[src/rtl/fifo_rd_packer.sv]
// fifo_rd_packer: drains the asynchronous FIFO read port and packs PACK consecutive
// entries into one OUT_WIDTH-bit word on a valid/ready stream, with partial-word flush.
module fifo_rd_packer #(
    parameter int DATA_WIDTH = 8,
    parameter int PACK       = 4,
    parameter int OUT_WIDTH  = DATA_WIDTH * PACK,
    parameter int CNT_WIDTH  = $clog2(PACK + 1)
) (
    input  logic                  rclk,
    input  logic                  rrst,
    input  logic                  fifo_empty,
    output logic                  fifo_r_en,
    input  logic [DATA_WIDTH-1:0] fifo_data,
    input  logic                  flush,
    output logic [OUT_WIDTH-1:0]  out_data,
    output logic [PACK-1:0]       out_keep,
    output logic                  out_valid,
    input  logic                  out_ready,
    output logic                  busy
);

    localparam logic [CNT_WIDTH-1:0] CNT_FULL   = CNT_WIDTH'(PACK);
    localparam logic [CNT_WIDTH:0]   FILL_LIMIT = (CNT_WIDTH + 1)'(PACK);

    logic [OUT_WIDTH-1:0] acc_r;
    logic [OUT_WIDTH-1:0] acc_cap_s;
    logic [OUT_WIDTH-1:0] acc_masked_s;
    logic [CNT_WIDTH-1:0] cnt_r;
    logic                 pend_r;
    logic                 flush_req_r;
    logic [OUT_WIDTH-1:0] out_data_r;
    logic [PACK-1:0]      out_keep_r;
    logic                 out_valid_r;
    logic [PACK-1:0]      keep_s;
    logic [CNT_WIDTH:0]   fill_s;
    logic                 xfer_s;
    logic                 issue_s;
    logic                 flush_clr_s;

    // Mask with the low n lanes set.
    function automatic logic [PACK-1:0] lane_mask(input logic [CNT_WIDTH-1:0] n);
        logic [PACK-1:0] m;
        m = {PACK{1'b0}};
        for (int k = 0; k < PACK; k++) begin
            if (CNT_WIDTH'(k) < n) begin
                m[k] = 1'b1;
            end else begin
                m[k] = 1'b0;
            end
        end
        return m;
    endfunction

    // Transfer decision, read issue and flush-request retirement.
    always_comb begin
        xfer_s = (!out_valid_r || out_ready) && !pend_r &&
                 ((cnt_r == CNT_FULL) || (flush_req_r && (cnt_r != {CNT_WIDTH{1'b0}})));
        // A transferring cycle frees all lanes, so the next read counts from zero.
        if (xfer_s) begin
            fill_s = {{CNT_WIDTH{1'b0}}, pend_r};
        end else begin
            fill_s = {1'b0, cnt_r} + {{CNT_WIDTH{1'b0}}, pend_r};
        end
        issue_s = !rrst && !fifo_empty && !flush_req_r && (fill_s < FILL_LIMIT);
        if (flush_req_r) begin
            flush_clr_s = xfer_s || ((cnt_r == {CNT_WIDTH{1'b0}}) && !pend_r);
        end else begin
            flush_clr_s = 1'b0;
        end
    end

    // Lane insertion for the capture path and zero-masking of unfilled lanes on transfer.
    always_comb begin
        keep_s       = lane_mask(cnt_r);
        acc_cap_s    = acc_r;
        acc_masked_s = {OUT_WIDTH{1'b0}};
        for (int k = 0; k < PACK; k++) begin
            if (cnt_r == CNT_WIDTH'(k)) begin
                acc_cap_s[k*DATA_WIDTH +: DATA_WIDTH] = fifo_data;
            end else begin
                acc_cap_s[k*DATA_WIDTH +: DATA_WIDTH] = acc_r[k*DATA_WIDTH +: DATA_WIDTH];
            end
            if (keep_s[k]) begin
                acc_masked_s[k*DATA_WIDTH +: DATA_WIDTH] = acc_r[k*DATA_WIDTH +: DATA_WIDTH];
            end else begin
                acc_masked_s[k*DATA_WIDTH +: DATA_WIDTH] = {DATA_WIDTH{1'b0}};
            end
        end
    end

    // Accumulator, lane counter and in-flight read tracking.
    always_ff @(posedge rclk) begin
        if (rrst) begin
            acc_r  <= {OUT_WIDTH{1'b0}};
            cnt_r  <= {CNT_WIDTH{1'b0}};
            pend_r <= 1'b0;
        end else begin
            pend_r <= issue_s;
            if (xfer_s) begin
                cnt_r <= {CNT_WIDTH{1'b0}};
            end else if (pend_r) begin
                acc_r <= acc_cap_s;
                cnt_r <= cnt_r + CNT_WIDTH'(1);
            end
        end
    end

    // Latched flush request; a repeated pulse while pending is absorbed.
    always_ff @(posedge rclk) begin
        if (rrst) begin
            flush_req_r <= 1'b0;
        end else if (flush_req_r) begin
            flush_req_r <= !flush_clr_s;
        end else begin
            flush_req_r <= flush;
        end
    end

    // Output word register with valid/ready handshake.
    always_ff @(posedge rclk) begin
        if (rrst) begin
            out_data_r  <= {OUT_WIDTH{1'b0}};
            out_keep_r  <= {PACK{1'b0}};
            out_valid_r <= 1'b0;
        end else if (xfer_s) begin
            out_data_r  <= acc_masked_s;
            out_keep_r  <= keep_s;
            out_valid_r <= 1'b1;
        end else if (out_ready) begin
            out_valid_r <= 1'b0;
        end
    end

    assign fifo_r_en = issue_s;
    assign out_data  = out_data_r;
    assign out_keep  = out_keep_r;
    assign out_valid = out_valid_r;
    assign busy      = (cnt_r != {CNT_WIDTH{1'b0}}) || pend_r || out_valid_r || flush_req_r;

endmodule

[config.mk]
export PLATFORM = sky130hd
export DESIGN_NAME = fifo_rd_packer
export DESIGN_NICKNAME = d
export VERILOG_FILES = /design/src/rtl/fifo_rd_packer.sv
export SDC_FILE = /design/constraint.sdc
export NUM_CORES = 1
export LEC_CHECK = 0
export BUFFER_PORTS_ARGS = -buffer_cell sky130_fd_sc_hd__buf_2
export CORE_MARGIN = 8
export CORE_UTILIZATION = 26
export DETAILED_ROUTE_END_ITERATION = 6
export SETUP_SLACK_MARGIN = 0.4
export SYNTH_ARGS = -nofsm -noshare
export SYNTH_HDL_FRONTEND = slang
export SYNTH_SLANG_ARGS = --single-unit
export TNS_END_PERCENT = 50
[constraint.sdc]
create_clock -name rclk -period 2.4 [get_ports rclk]
set_input_delay 0.48 -clock rclk [delete_from_list [all_inputs] [get_ports rclk]]
set_output_delay 0.48 -clock rclk [all_outputs]
set_load 0.01 [all_outputs]
==> flow_summary.yaml <==
logic_synthesis:
  synth_top_area_share: 0.4776
  synth_common_cells: "dfxtp_1, mux2i_1, nor2_1"
  synthMuxAreaShare: 0.1771
  synthAdderAreaFrac: 0.01210
  synth_nets: 321
  synth_largest_area_cell: "dfxtp_1"
  syn_avg_cell_area_sq_um: 10.17
  synth_xor_area_frac: 0.002824
  synth_compound_area_frac: 0.1158
  synth_edf_count: 0
  ys_seq_area_frac: 0.4776
  synth-simple-area-share: 0.1509
  synthFlopType: "dfxtp_1"
  ys_ff_latch: 74
  synth_cell_types: 32
  ys_async_sr_fraction: 0
  yosysWarnings: 0
  netlist_area_sq_um: 3102
  synthCells: 305
  synth_top_family_by_area: "multiplexers"
  yosysMostFrequentCell: "dfxtp_1"
  ys_top_cells_by_area: "dfxtp_1, mux2i_1, a31o_2"
global_routing:
  grt_max_degree: 45
  grt_overflow: 0
  grt_pass1_wl_um: 12730
  grt_pass1_vias: 2411
  antenna_found_initial: 1
  track_usage: 0.1023
cts:
  cts.sinks: 74
  numCtsBuffers: 9
  cts_tree: "built"
  clock_tree.root_cell: "clkbuf_16"
  htreeDepth: 3
  clkLatencyLatePin_ns: 0.32
  path_clk_slew_ns: 0.05
  cts_buffer_depth: 2
  cts_hold_buf: 0
worst_setup_path:
  reg2reg_depth: 6
  worst_path_max_delay_cell: "dfxtp_4"
  worstPathCellList: "inv_2 -> ha_4 -> mux2_4 -> nand3_4 -> a2111oi_4 -> buf_2"
  r2r-end: "out_keep[1]"
  cpPeakStageDelay_ns: 0.34
  cp.arrival_ns: 1.64
  cp_max_fo: 4
  r2r-start: "cnt_r[0]"
  crit_required_ns: 1.92
  path_class: "reg -> out"
  reg2reg_slack_ns: 0.70
  worstSetupStartpointType: "flip-flop"
  setup.worst_path.end_class: "output port"
sta:
  rsz0062_at_grt: "true"
  slew_violations: 0
  hold_viol: 0
  maxSlewHeadroom: 0.5042
  fin_crit_ns: 2.117
  worst_pin_slew_ns: 0.7410
  timing.fmax_mhz: 472.4
  clock_skew_ns: 0.004609
  setup_tns_ns: 0
  period_share: 0.8820
  setup_violations: 0
route:
  vias_per_cell: 4.615
  first_pass_iters: 4
  ant_nets: 0
  drtIter0Drc: 171
  drc_errors: 0
  vias: 2335
  routed_wirelength_um: 7736
  wl_per_cell_um: 15.29
final_layout:
  antenna_cells: 0
  layout-drive-gt1-share: 0.2953
  nNetsFinal: 370
  fill_cells: 1222
  area_growth_pct: 23.76
  final_util: 0.3250
die:
  ios: 52
  dieWidth_um: 125.2
  core_sq_um: 11810
  die_area_sq_um: 15680
  die_h_um: 125.2
  rows: 40
  initial_utilization: 0.2626
outcome:
  outcome: "finished, final reports clean"
placement:
  dpl.hpwl_um: 5338
  io_buffers: 51
  routabilityCongestion: 0.7522
run:
  drv_cap: 0
worst_hold_path:
  hold_path_end: "flush_req_r"
  hold_path_startpoint: "flush"
  hp-class: "in -> reg"
  hold-path-cell-count: 2
pwr:
  p_leak_nw: 1.670
  p_per_area_nw_per_um2: 716.7
  vdd_drop_max_uv: 350.6
[worst max path at each step]
stage                  start         to  slack [ns]  cells after the start
finish              cnt_r[0]  fifo_r_en        0.28                      6
global route        cnt_r[0]  fifo_r_en        0.21                      6
CTS                 cnt_r[0]  fifo_r_en        0.27                      6
detailed placement  cnt_r[0]  fifo_r_en        0.34                      6
global placement    cnt_r[0]  fifo_r_en        0.37                      6
floorplan           cnt_r[0]  fifo_r_en        0.40                      5
[worst max-delay path: cells and delay by family, from the launching register on]
| kind | cells | cell delay [ns] |
|---|---|---|
| compound gates | 1 | 0.28 |
| fa+ha+maj | 1 | 0.17 |
| buf+inv | 2 | 0.23 |
| flops | 1 | 0.34 |
| mux | 1 | 0.21 |
| simple gates | 1 | 0.08 |
[through the flow]
stage	hold WS (ns)	cell area, sq um	total power [mW]	cells	setup WS, ns
2_1_floorplan	0.4341	3107	1.391	305	0.4041
3_3_place_gp	0.4499	3501	1.440	489	0.3713
3_5_place_dp	0.4593	3501	1.443	489	0.3415
4_1_cts	0.3564	3837	2.788	506	0.2712
5_1_grt	0.3554	3839	2.862	506	0.2093
6_report	0.3673	3839	2.751	506	0.2831
[cell type report]
cell class	instances	area, sq um	share of cell area
repair buffers	62	337.8	0.08801
inverters	19	71.32	0.01858
clock inverters	2	35.03	0.009126
well taps	147	183.9	0.04791
clock buffers	14	264.0	0.06877
flip-flops and latches	74	1488	0.3875
multi-input cells	188	1459	0.3801
[cells in the final DEF, fill, tap and decap left out]
cell / netlist / layout
a311oi_1: 16 / 16
a31o_2: 17 / 17
bufinv_16: 0 / 1
a32o_1: 1 / 1
clkinv_2: 0 / 1
dfxtp_4: 0 / 1
a2111oi_1: 2 / 1
a21oi_1: 3 / 3
buf_2: 8 / 51
dfxtp_1: 74 / 71
nand4_1: 1 / 1
clkbuf_8: 0 / 2
nor3_4: 1 / 1
dfxtp_2: 0 / 2
clkinv_1: 1 / 1
mux2_2: 3 / 3
mux2i_1: 50 / 50
clkbuf_16: 0 / 9
ha_4: 0 / 1
mux2_4: 1 / 1
a211oi_1: 1 / 1
nand2b_1: 17 / 17
o21ba_2: 1 / 1
nor2b_1: 5 / 5
a2111oi_4: 0 / 1
xnor2_1: 1 / 1
nand3b_1: 11 / 11
nor2_1: 36 / 36
inv_2: 0 / 1
buf_4: 3 / 11
inv_1: 18 / 17
o31ai_1: 1 / 1
clkbuf_1: 9 / 3
nand2_1: 11 / 11
nor4bb_2: 0 / 1
nand3_4: 1 / 1
or3_1: 1 / 1
nor3_1: 3 / 3
ha_1: 3 / 2
[repair_timing]
action                                  in CTS  in global routing
pin swaps                                    1                  0
buffers inserted                             1                  0
endpoints found under the setup margin       2                  7
resized for setup                            7                  1
[state kept, by name, indices dropped and copies added, names as in the netlist]
register,count
acc_r,32
cnt_r,3
flush_req_r,1
out_data,32
out_keep,4
out_valid,1
pend_r,1
[power by group]
group / internal, mW / switching, mW / total (mW)
logic: 0.0673 / 0.0983 / 0.166
clock network: 0.860 / 0.465 / 1.33
registers: 1.25 / 0.0151 / 1.26
[cell families (layout without fill, tap and decap cells)]
logic type | after synthesis | count (layout)
fa+ha+maj | 3 | 3
buf+inv | 43 | 97
compound gates | 42 | 42
mux | 54 | 54
xor+xnor | 1 | 1
simple gates | 88 | 88
flops | 74 | 74
[per-layer routing]
layer	part of all wire	global-route usage	routed length, um
met1	0.44	0.1170	3432
met2	0.46	0.1620	3556
met3	0.074	0.04292	570
met4	0.022	0.04943	168
met5	0.0010	0	8
(Power assumes the default switching activity.)
